==> src/rtl/axi4_gpio_bank.sv <==
// axi4_gpio_bank: AXI4 burst-capable GPIO slave on a native 64-bit data bus.
// Per-pin direction, atomic SET/CLR, synchronised inputs, rising-edge interrupt.
//
// state  | meaning
// W_IDLE | awready high, waiting for a write address
// W_DATA | accepting write beats, one per cycle
// W_RESP | bvalid high until bready
// R_IDLE | arready high, waiting for a read address
// R_DATA | rvalid high, presenting the current beat until rready
module axi4_gpio_bank #(
    parameter int ID_W        = 4,
    parameter int ADDR_W      = 12,
    parameter int GPIO_W      = 8,
    parameter int SYNC_STAGES = 2
) (
    input  logic              sys_clk,
    input  logic              RSTn,
    input  logic [ID_W-1:0]   s_axi_awid,
    input  logic [ADDR_W-1:0] s_axi_awaddr,
    input  logic [7:0]        s_axi_awlen,
    input  logic [2:0]        s_axi_awsize,
    input  logic [1:0]        s_axi_awburst,
    input  logic              s_axi_awvalid,
    output logic              s_axi_awready,
    input  logic [63:0]       s_axi_wdata,
    input  logic [7:0]        s_axi_wstrb,
    input  logic              s_axi_wlast,
    input  logic              s_axi_wvalid,
    output logic              s_axi_wready,
    output logic [ID_W-1:0]   s_axi_bid,
    output logic [1:0]        s_axi_bresp,
    output logic              s_axi_bvalid,
    input  logic              s_axi_bready,
    input  logic [ID_W-1:0]   s_axi_arid,
    input  logic [ADDR_W-1:0] s_axi_araddr,
    input  logic [7:0]        s_axi_arlen,
    input  logic [2:0]        s_axi_arsize,
    input  logic [1:0]        s_axi_arburst,
    input  logic              s_axi_arvalid,
    output logic              s_axi_arready,
    output logic [ID_W-1:0]   s_axi_rid,
    output logic [63:0]       s_axi_rdata,
    output logic [1:0]        s_axi_rresp,
    output logic              s_axi_rlast,
    output logic              s_axi_rvalid,
    input  logic              s_axi_rready,
    input  logic [GPIO_W-1:0] gpio_i,
    output logic [GPIO_W-1:0] gpio_o,
    output logic [GPIO_W-1:0] gpio_t,
    output logic              irq
);

    localparam logic [63:0] PIN_MASK = {64{1'b1}} >> (64 - GPIO_W);
    localparam logic [2:0]  A_DOUT = 3'd0, A_DIR = 3'd1, A_DIN = 3'd2, A_IEN = 3'd3,
                            A_ISTAT = 3'd4, A_SET = 3'd5, A_CLR = 3'd6, A_BAD = 3'd7;
    localparam logic [1:0]  OKAY = 2'b00, SLVERR = 2'b10;

    typedef enum logic [1:0] {W_IDLE, W_DATA, W_RESP} w_state_t;
    typedef enum logic       {R_IDLE, R_DATA}         r_state_t;

    w_state_t            r_wstate;
    r_state_t            r_rstate;
    logic                r_awready, r_wready, r_bvalid, r_werr;
    logic [1:0]          r_bresp;
    logic [ID_W-1:0]     r_bid, r_rid;
    logic [ADDR_W-1:0]   r_waddr, r_raddr;
    logic [7:0]          r_wlen, r_wcnt, r_rlen, r_rcnt;
    logic [2:0]          r_wsize, r_rsize;
    logic [1:0]          r_wburst, r_rburst, r_rresp;
    logic                r_arready, r_rvalid, r_rlast, r_irq;
    logic [63:0]         r_rdata;
    logic [63:0]         r_dout, r_dir, r_ien, r_istat;
    logic [GPIO_W-1:0]   r_sync [SYNC_STAGES];
    logic [GPIO_W-1:0]   r_din_prev;

    logic                w_wbeat;
    logic [63:0]         w_wmask, w_wbits, w_w1c, w_rd_data;
    logic [2:0]          w_rsel;
    logic [GPIO_W-1:0]   w_din, w_edge;

    // FIXED holds the address; INCR and WRAP both step by the beat size.
    function automatic logic [ADDR_W-1:0] f_step(input logic [ADDR_W-1:0] a,
                                                 input logic [2:0] sz, input logic [1:0] bt);
        if (bt == 2'b00) return a;
        return a + (ADDR_W'(1) << sz);
    endfunction

    assign w_wbeat = (r_wstate == W_DATA) && r_wready && s_axi_wvalid;
    assign w_wbits = s_axi_wdata & w_wmask & PIN_MASK;
    assign w_w1c   = (w_wbeat && r_waddr[5:3] == A_ISTAT) ? w_wbits : 64'd0;
    assign w_din   = r_sync[SYNC_STAGES-1];
    assign w_edge  = w_din & ~r_din_prev;
    // During R_IDLE the read mux looks at the incoming AR address so beat 0 is ready next cycle.
    assign w_rsel  = (r_rstate == R_IDLE) ? s_axi_araddr[5:3] : r_raddr[5:3];

    // Expand byte strobes into a bit mask.
    always_comb begin
        w_wmask = 64'd0;
        for (int b = 0; b < 8; b++) w_wmask[8*b +: 8] = {8{s_axi_wstrb[b]}};
    end

    // Read mux over the register map; write-only and unmapped offsets read 0.
    always_comb begin
        w_rd_data = 64'd0;
        case (w_rsel)
            A_DOUT:  w_rd_data = r_dout;
            A_DIR:   w_rd_data = r_dir;
            A_DIN:   w_rd_data = 64'(w_din);
            A_IEN:   w_rd_data = r_ien;
            A_ISTAT: w_rd_data = r_istat;
            default: w_rd_data = 64'd0;
        endcase
    end

    // Write channel FSM: address capture, beat counting, error accumulation, response.
    always_ff @(posedge sys_clk) begin
        if (!RSTn) begin
            r_wstate <= W_IDLE; r_awready <= 1'b1; r_wready <= 1'b0; r_bvalid <= 1'b0;
            r_bresp <= OKAY; r_bid <= '0; r_waddr <= '0; r_wlen <= '0; r_wsize <= '0;
            r_wburst <= '0; r_wcnt <= '0; r_werr <= 1'b0;
        end else begin
            case (r_wstate)
                W_IDLE: if (s_axi_awvalid) begin
                    r_bid <= s_axi_awid; r_waddr <= s_axi_awaddr; r_wlen <= s_axi_awlen;
                    r_wsize <= s_axi_awsize; r_wburst <= s_axi_awburst;
                    r_wcnt <= '0; r_werr <= 1'b0;
                    r_awready <= 1'b0; r_wready <= 1'b1; r_wstate <= W_DATA;
                end
                W_DATA: if (s_axi_wvalid) begin
                    r_waddr <= f_step(r_waddr, r_wsize, r_wburst);
                    r_wcnt  <= r_wcnt + 8'd1;
                    r_werr  <= r_werr | (r_waddr[5:3] == A_BAD);
                    if (s_axi_wlast || r_wcnt == r_wlen) begin
                        r_wready <= 1'b0; r_bvalid <= 1'b1; r_wstate <= W_RESP;
                        r_bresp  <= (r_werr || r_waddr[5:3] == A_BAD) ? SLVERR : OKAY;
                    end
                end
                W_RESP: if (s_axi_bready) begin
                    r_bvalid <= 1'b0; r_awready <= 1'b1; r_wstate <= W_IDLE;
                end
                default: r_wstate <= W_IDLE;
            endcase
        end
    end

    // Read channel FSM: registered beat data, held stable until the handshake.
    always_ff @(posedge sys_clk) begin
        if (!RSTn) begin
            r_rstate <= R_IDLE; r_arready <= 1'b1; r_rvalid <= 1'b0; r_rlast <= 1'b0;
            r_rdata <= '0; r_rresp <= OKAY; r_rid <= '0; r_raddr <= '0; r_rlen <= '0;
            r_rsize <= '0; r_rburst <= '0; r_rcnt <= '0;
        end else begin
            case (r_rstate)
                R_IDLE: if (s_axi_arvalid) begin
                    r_rid <= s_axi_arid; r_rlen <= s_axi_arlen; r_rsize <= s_axi_arsize;
                    r_rburst <= s_axi_arburst;
                    r_raddr <= f_step(s_axi_araddr, s_axi_arsize, s_axi_arburst);
                    r_rcnt <= '0; r_arready <= 1'b0; r_rvalid <= 1'b1;
                    r_rdata <= w_rd_data; r_rresp <= (w_rsel == A_BAD) ? SLVERR : OKAY;
                    r_rlast <= (s_axi_arlen == 8'd0); r_rstate <= R_DATA;
                end
                R_DATA: if (s_axi_rready) begin
                    if (r_rlast) begin
                        r_rvalid <= 1'b0; r_rlast <= 1'b0; r_arready <= 1'b1; r_rstate <= R_IDLE;
                    end else begin
                        r_rdata <= w_rd_data; r_rresp <= (w_rsel == A_BAD) ? SLVERR : OKAY;
                        r_rlast <= ((r_rcnt + 8'd1) == r_rlen);
                        r_rcnt  <= r_rcnt + 8'd1;
                        r_raddr <= f_step(r_raddr, r_rsize, r_rburst);
                    end
                end
                default: r_rstate <= R_IDLE;
            endcase
        end
    end

    // Register file; a new edge overrides a simultaneous W1C on the same bit.
    always_ff @(posedge sys_clk) begin
        if (!RSTn) begin
            r_dout <= '0; r_dir <= '0; r_ien <= '0; r_istat <= '0; r_irq <= 1'b0;
        end else begin
            r_istat <= (r_istat & ~w_w1c) | 64'(w_edge);
            r_irq   <= |(r_istat & r_ien);
            if (w_wbeat) begin
                case (r_waddr[5:3])
                    A_DOUT:  r_dout <= (r_dout & ~w_wmask) | w_wbits;
                    A_DIR:   r_dir  <= (r_dir  & ~w_wmask) | w_wbits;
                    A_IEN:   r_ien  <= (r_ien  & ~w_wmask) | w_wbits;
                    A_SET:   r_dout <= r_dout | w_wbits;
                    A_CLR:   r_dout <= r_dout & ~w_wbits;
                    default: ;
                endcase
            end
        end
    end

    // Input synchroniser plus the previous-cycle copy used for edge detection.
    always_ff @(posedge sys_clk) begin
        if (!RSTn) begin
            for (int i = 0; i < SYNC_STAGES; i++) r_sync[i] <= '0;
            r_din_prev <= '0;
        end else begin
            r_sync[0] <= gpio_i;
            for (int i = 1; i < SYNC_STAGES; i++) r_sync[i] <= r_sync[i-1];
            r_din_prev <= w_din;
        end
    end

    assign s_axi_awready = r_awready;
    assign s_axi_wready  = r_wready;
    assign s_axi_bid     = r_bid;
    assign s_axi_bresp   = r_bresp;
    assign s_axi_bvalid  = r_bvalid;
    assign s_axi_arready = r_arready;
    assign s_axi_rid     = r_rid;
    assign s_axi_rdata   = r_rdata;
    assign s_axi_rresp   = r_rresp;
    assign s_axi_rlast   = r_rlast;
    assign s_axi_rvalid  = r_rvalid;
    assign gpio_o        = r_dout[GPIO_W-1:0];
    assign gpio_t        = ~r_dir[GPIO_W-1:0];
    assign irq           = r_irq;

endmodule

==> config.mk <==
export PLATFORM = sky130hd
export DESIGN_NAME = axi4_gpio_bank
export DESIGN_NICKNAME = d
export VERILOG_FILES = /design/src/rtl/axi4_gpio_bank.sv
export SDC_FILE = /design/constraint.sdc
export NUM_CORES = 1
export LEC_CHECK = 0
export CORE_UTILIZATION = 53
export DETAILED_ROUTE_END_ITERATION = 8
export GPL_ROUTABILITY_DRIVEN = 0
export PLACE_DENSITY = 0.8
export SETUP_SLACK_MARGIN = 0.15
export SYNTH_ARGS = -nofsm -noshare
export SYNTH_HDL_FRONTEND = slang
export SYNTH_SLANG_ARGS = --single-unit
==> constraint.sdc <==
create_clock -name sys_clk -period 2.2 [get_ports sys_clk]
set_input_delay 0.33 -clock sys_clk [delete_from_list [all_inputs] [get_ports sys_clk]]
set_output_delay 0.33 -clock sys_clk [all_outputs]
set_load 0.01 [all_outputs]
==> PnR_summary.wiki, run 1 <==
{| class="wikitable"
! Metric !! Value
|-
| Async SR Flop Fraction || 0%
|-
| IO Port Bufs || 174
|-
| Clock tree skew after final layout || 0.0202 ns
|-
| Count of warnings emitted by yosys || 0
|-
| Most area-hungry cell type in the Yosys netlist || dfxtp_1
|-
| Share of cells above drive strength 1 || 9.64%
|-
| Cell count of the worst hold path || 4
|-
| Mapped Avg Cell Area || 9.34 sq um
|-
| Clock insertion delay at the later pin of the skew report || 0.53 ns
|-
| Antenna-violating nets left || 0
|-
| Minimum clock period after layout || 1.95 ns
|-
| CTS max path bufs || 3
|-
| Setup TNS Final || 0 ns
|-
| Post-synthesis to final-layout area growth || 25.9%
|-
| Hold wc startpoint || s_axi_arsize[2]
|-
| Pin count of the biggest net entering global routing || 57
|-
| CTS Buf Count || 37
|-
| Vias in the first global route || 11100
|-
| Final instance count without filler cells || 2090
|-
| Most used flip-flop cell after synthesis || dfxtp_1
|-
| CP endpoint kind || flop
|-
| First-pass GRT wire length || 56300 um
|-
| Remaining DRCs || 9
|-
| Maxcap violations || 0
|-
| Post-synthesis sequential area ratio || 50.7%
|-
| Num Clock Sinks || 363
|-
| Worst Reg-to-Reg Cells || 6
|-
| Hold Path Class || in -> reg
|-
| Setup-violating endpoint count in the final report || 0
|-
| Required time worst endpoint || 2.67 ns
|-
| Post-Syn Area || 14300 sq um
|-
| Worst Tran Pin Value || 0.736 ns
|-
| Num rows || 59
|-
| Number of synthesized flops with an enable pin || 0
|-
| Leading post-synthesis cells by cell area || dfxtp_1, and2_1, mux2i_1
|-
| Overflow after GRT || 0
|-
| Most common library cells after synthesis || dfxtp_1, and2_1, nand2_1
|-
| Fraction of synthesized cell area taken by the top area cell type || 50.7%
|-
| Number of iterations in the first detailed-routing pass || 7
|-
| Die area || 27700 sq um
|-
| Start point of the critical path || r_wstate[1]
|-
| VDD IR-drop max || 0.564 mV
|-
| Post-layout nets || 1892
|-
| Initial antenna violation count || 1
|-
| Violated checks || design-rule violations
|-
| Total routing resource utilization after global routing || 24.7%
|-
| Initial drt markers || 856
|-
| Slew margin rel. || 50.4%
|-
| Core area || 26300 sq um
|-
| Standby leakage power || 7.14 nW
|-
| Number of instances in the synthesized netlist || 1535
|-
| Portion of the clock cycle consumed by the worst path in the final layout || 88.7%
|-
| CTS H-tree lvls || 2
|-
| RSZ-0062 raised after global routing || yes
|-
| Total power per unit cell area || 796 nW/um^2
|-
| Avg Vias per Cell || 5.45
|-
| Io pins || 245
|-
| Outcome || complete, but fails checks
|-
| Kind of critical path || reg -> reg
|-
| Startpoint class of the critical path || flop
|-
| Endpoints failing hold || 0
|-
| Crit-path max FO || 10
|-
| Total via count after detailed routing || 11400
|-
| Wirelength per Cell || 16.5 um
|-
| Routed WL || 34500 um
|-
| F_max || 513 MHz
|-
| Most frequent cell after synthesis || dfxtp_1
|-
| Die Span X || 166 um
|-
| Unique cell type count in the Yosys netlist || 68
|-
| Number of instances in the placed design || 2021
|-
| Worst-path clk slew || 0.06 ns
|-
| CP Data Arrival Time || 2.43 ns
|-
| Root Buffer || clkbuf_16
|-
| Clock tree from TritonCTS || done
|-
| Flops & latches, synth || 363
|-
| Hpwl dp || 23400 um
|-
| Starting density of the core || 54.5%
|-
| Reg2reg start || r_wstate[1]
|-
| Fill cell total of the finished layout || 2030
|-
| Max Slew Vio Count || 0
|-
| Floorplan die height || 166 um
|}
-- stage by stage --
stage / setup WS [ns] / hold slack [ns] / total power, W / utilization, % / instance area, sq um
finish: 0.249 / 0.339 / 0.0144 / 68.6 / 18000
detailed placement: -0.366 / 0.417 / 0.00826 / 63.5 / 16700
CTS: 0.142 / 0.338 / 0.0144 / 68.1 / 17900
global placement: -0.312 / 0.419 / 0.00822 / 63.5 / 16700
global route: 0.110 / 0.347 / 0.0148 / 68.6 / 18000
floorplan: 0.240 / 0.412 / 0.00770 / - / 14300
-- layer usage --
| layer | vias up | wire (um) | track usage, % |
|---|---|---|---|
| met5 | - | 0 | 0 |
| met4 | 0 | 943 | 8.82 |
| met3 | 59 | 1450 | 2.97 |
| met2 | 246 | 16200 | 41.4 |
| met1 | 5464 | 15900 | 32.8 |
| li1 | 5616 | - | - |
-- cell usage in the layout (no fill, tap or decap), drive strengths merged, types with 7 or more instances in the layout --
master and count:
a211oi 7, a21oi 110, a22o 8, a22oi 76
and2 202, buf 63, clkbuf 60, clkdlybuf4s50 173
dfxtp 363, ha 17, inv 21, mux2i 86
nand2 172, nand2b 10, nand3 19, nor2 137
nor3 11, nor3b 11, o21ai 89, o22ai 11
xnor2 15, xor2 24
-- kinds of logic after synthesis --
family | after synthesis | synth area share, %
mux | 87 | 6.28
buf+inv | 106 | 3.69
fa+ha+maj | 20 | 1.90
other cells | 1 | 0.0262
flops | 363 | 50.7
simple gates | 586 | 20.8
compound gates | 333 | 14.2
xor+xnor | 39 | 2.38
-- critical path, cell delays in order, from the launching register on --
cell and delay (ns):
dfxtp_1 0.50, nand4b_4 0.23, nand2b_4 0.17, nor3_2 0.04, buf_4 0.20, a21oi_1 0.53, and2_1 0.22
-- sequential cells by signal, summed over array words and instances, names as in the netlist, 2 cells and up, named ones only --
name and cells:
r_wcnt 8, r_wburst 2, r_istat 8, r_sync 16, r_rsize 3, s_axi_rdata 64
r_dout 64, s_axi_rid 4, r_ien 56, r_wsize 3, r_wlen 8, r_rlen 8
r_rburst 2, s_axi_bid 4, r_raddr 6, r_rcnt 8, r_din_prev 8, r_waddr 6
r_dir 56, r_wstate 2
-- worst paths after layout --
check / slack (ns) / endpoint
min: 0.34 / r_rsize[2]
max reg2reg: 0.25 / r_dout[26]
min reg2reg: 0.43 / r_sync[0][11]
max: 0.25 / r_dout[26]
-- what timing repair did --
| action | in CTS | in global routing |
|---|---|---|
| gates cloned | 0 | 0 |
| resized for setup | 4 | 37 |
| pin swaps | 0 | 13 |
| setup endpoints to repair | 3 | 55 |
| buffers inserted | 0 | 1 |
| hold buffers | 0 | 0 |
| hold endpoints to repair | 0 | 0 |
-- layout make-up --
type / instances / area (sq um) / area share (%)
flip-flops and latches: 363 / 7280 / 40.4
repair buffers: 237 / 2380 / 13.2
inverters: 20 / 77.6 / 0.430
diodes: 1 / 2.50 / 0.0139
clock buffers: 60 / 1120 / 6.23
clock inverters: 7 / 88.8 / 0.492
multi-input cells: 1067 / 6670 / 37.0
well taps: 335 / 419 / 2.32
-- report_power, final --
part           switching [W]  leakage (nW)  internal (W)
logic               0.000769          3.60      0.000596
registers           0.000108          2.94       0.00668
clock network        0.00257         0.591       0.00364
No activity file was read; power rests on OpenSTA's default activity.
==> inputs of run 2 (changes only) <==
- MAX_ROUTING_LAYER: default -> met4
==> run 2 against run 1 <==
  * The run still ends with design-rule violations left
  * Hold slack better by 0.0019 ns
  * Sequential cell count unchanged
  * Routed wire length shrank 0.17%
  * Critical path type is now in -> reg
  * Highest routed layer unchanged
==> PnR_summary.wiki, run 2 (synthesis gave the netlist of run 1 again) <==
{| class="wikitable"
! Metric !! Value
|-
| Routed WL || 34400 um (-0.17%)
|-
| Clock insertion delay at the later pin of the skew report || 0.53 ns (about the same)
|-
| CTS H-tree lvls || 2 (unchanged)
|-
| CP endpoint kind || flop
|-
| Core area || 26300 sq um (unchanged)
|-
| Minimum clock period after layout || 1.95 ns (-0.00406 ns)
|-
| Num Clock Sinks || 363 (unchanged)
|-
| Post-layout nets || 1892 (unchanged)
|-
| Total Power || 0.0144 W (about the same)
|-
| Floorplan die height || 166 um (unchanged)
|-
| CTS max path bufs || 3 (unchanged)
|-
| Io pins || 245 (unchanged)
|-
| F_max || 514 MHz (+0.21%)
|-
| Slew margin rel. || 50.5% (+0.079 points)
|-
| RSZ-0062 raised after global routing || yes
|-
| Required time worst endpoint || 2.59 ns (-0.08 ns)
|-
| Violated checks || design-rule violations
|-
| Kind of critical path || in -> reg
|-
| Setup-violating endpoint count in the final report || 0 (unchanged)
|-
| Overflow after GRT || 0 (unchanged)
|-
| Portion of the clock cycle consumed by the worst path in the final layout || 88.5% (-0.18 points)
|-
| Initial antenna violation count || 1 (unchanged)
|-
| Crit-path max FO || 6 (-4)
|-
| CP Data Arrival Time || 2.34 ns (-0.09 ns)
|-
| Clock tree from TritonCTS || done
|-
| Maxcap violations || 0 (unchanged)
|-
| Avg Vias per Cell || 5.45 (about the same)
|-
| Number of instances in the placed design || 2021 (unchanged)
|-
| Hold Path Class || in -> reg
|-
| CTS Buf Count || 37 (unchanged)
|-
| Number of iterations in the first detailed-routing pass || 7 (unchanged)
|-
| Worst Tran Pin Value || 0.735 ns (-0.00118 ns)
|-
| Share of cells above drive strength 1 || 9.69% (+0.057 points)
|-
| Max Slew Vio Count || 0 (unchanged)
|-
| Total via count after detailed routing || 11400 (+0.070%)
|-
| Antenna-violating nets left || 0 (unchanged)
|-
| Num rows || 59 (unchanged)
|-
| Total power per unit cell area || 795 nW/um^2 (about the same)
|-
| Total routing resource utilization after global routing || 25.4% (+0.75 points)
|-
| Root Buffer || clkbuf_16
|-
| Endpoints failing hold || 0 (unchanged)
|-
| Worst-path clk slew || 0.06 ns (about the same)
|-
| Remaining DRCs || 9 (unchanged)
|-
| Final instance count without filler cells || 2090 (unchanged)
|-
| CTS hold repair buffers || 0 (unchanged)
|-
| Standby leakage power || 7.14 nW (about the same)
|-
| Most common cell after layout, fill and taps aside || dfxtp_1
|-
| Hpwl dp || 23400 um (unchanged)
|-
| Starting density of the core || 54.5% (unchanged)
|-
| Vias in the first global route || 11100 (-0.027%)
|-
| First-pass GRT wire length || 56300 um (about the same)
|-
| Most frequent cells in the layout || dfxtp_1, and2_1, clkdlybuf4s50_1
|-
| Outcome || complete, but fails checks
|-
| IO Port Bufs || 174 (unchanged)
|-
| Post-synthesis to final-layout area growth || 25.9% (about the same)
|-
| Initial drt markers || 889 (+3.9%)
|-
| Die area || 27700 sq um (unchanged)
|-
| Pin count of the biggest net entering global routing || 57 (unchanged)
|-
| Die Span X || 166 um (unchanged)
|-
| Clock tree skew after final layout || 0.0195 ns (-0.000656 ns)
|-
| Wirelength per Cell || 16.5 um (-0.17%)
|-
| Startpoint class of the critical path || input port
|-
| VDD IR-drop max || 0.565 mV (about the same)
|}
-- run 2: final cells by class --
cell class | instances | area (sq um)
Inverter | 20 | 77.6
Sequential cell | 363 | 7280
Clock inverter | 7 | 88.8
Clock buffer | 60 | 1120
Fill cell | 2030 | 8240
Antenna cell | 1 | 2.50
Tap cell | 335 | 419
Multi-Input combinational cell | 1067 | 6670
Timing Repair Buffer | 237 | 2380
-- run 2: critical path, cell delays in order --
cell and delay [ns]:
clkdlybuf4s50_1 0.44, buf_4 0.17, nor3_1 0.22, ha_1 0.29
a21o_1 0.20, a21oi_2 0.14, xor2_1 0.15, nor2_1 0.06
a211oi_2 0.22, o22ai_1 0.10
-- run 2: metal layers --
metal	up-vias	track usage [%]	wire length, um
met1	5457	32.9	15800
li1	5620	-	-
met4	0	8.94	932
met3	57	2.78	1440
met2	259	41.4	16300
met5	-	-	0
-- run 2: repair_timing --
| action | in CTS | in global routing |
|---|---|---|
| gates resized for setup | 4 | 38 |
| setup buffers | 0 | 1 |
| pin swaps | 0 | 13 |
| hold endpoints to repair | 0 | 0 |
| setup endpoints to repair | 3 | 55 |
-- run 2: metrics by stage --
step / setup slack [ns] / instance area, sq um / setup TNS, ns / hold WS, ns / util [%]
floorplan: 0.240 / 14300 / 0 / 0.412 / -
global placement: -0.312 / 16700 / -1.23 / 0.419 / 63.5
detailed placement: -0.366 / 16700 / -1.91 / 0.417 / 63.5
CTS: 0.142 / 17900 / 0 / 0.338 / 68.1
global route: 0.106 / 18000 / 0 / 0.347 / 68.7
finish: 0.253 / 18000 / 0 / 0.341 / 68.7
-- run 2: worst paths after layout --
| check | from | to | slack, ns | cells after the start |
|---|---|---|---|---|
| min reg2reg | r_sync[0][3] | r_sync[0][11] | 0.43 | 1 |
| max reg2reg | r_wstate[1] | r_dout[26] | 0.25 | 6 |
| max | s_axi_arsize[0] | r_raddr[4] | 0.25 | 10 |
| min | s_axi_arsize[2] | r_rsize[2] | 0.34 | 4 |
-- run 2: power by group --
group	internal, W	switching, W
registers	0.00668	0.000108
clock network	0.00364	0.00256
logic	0.000596	0.000769
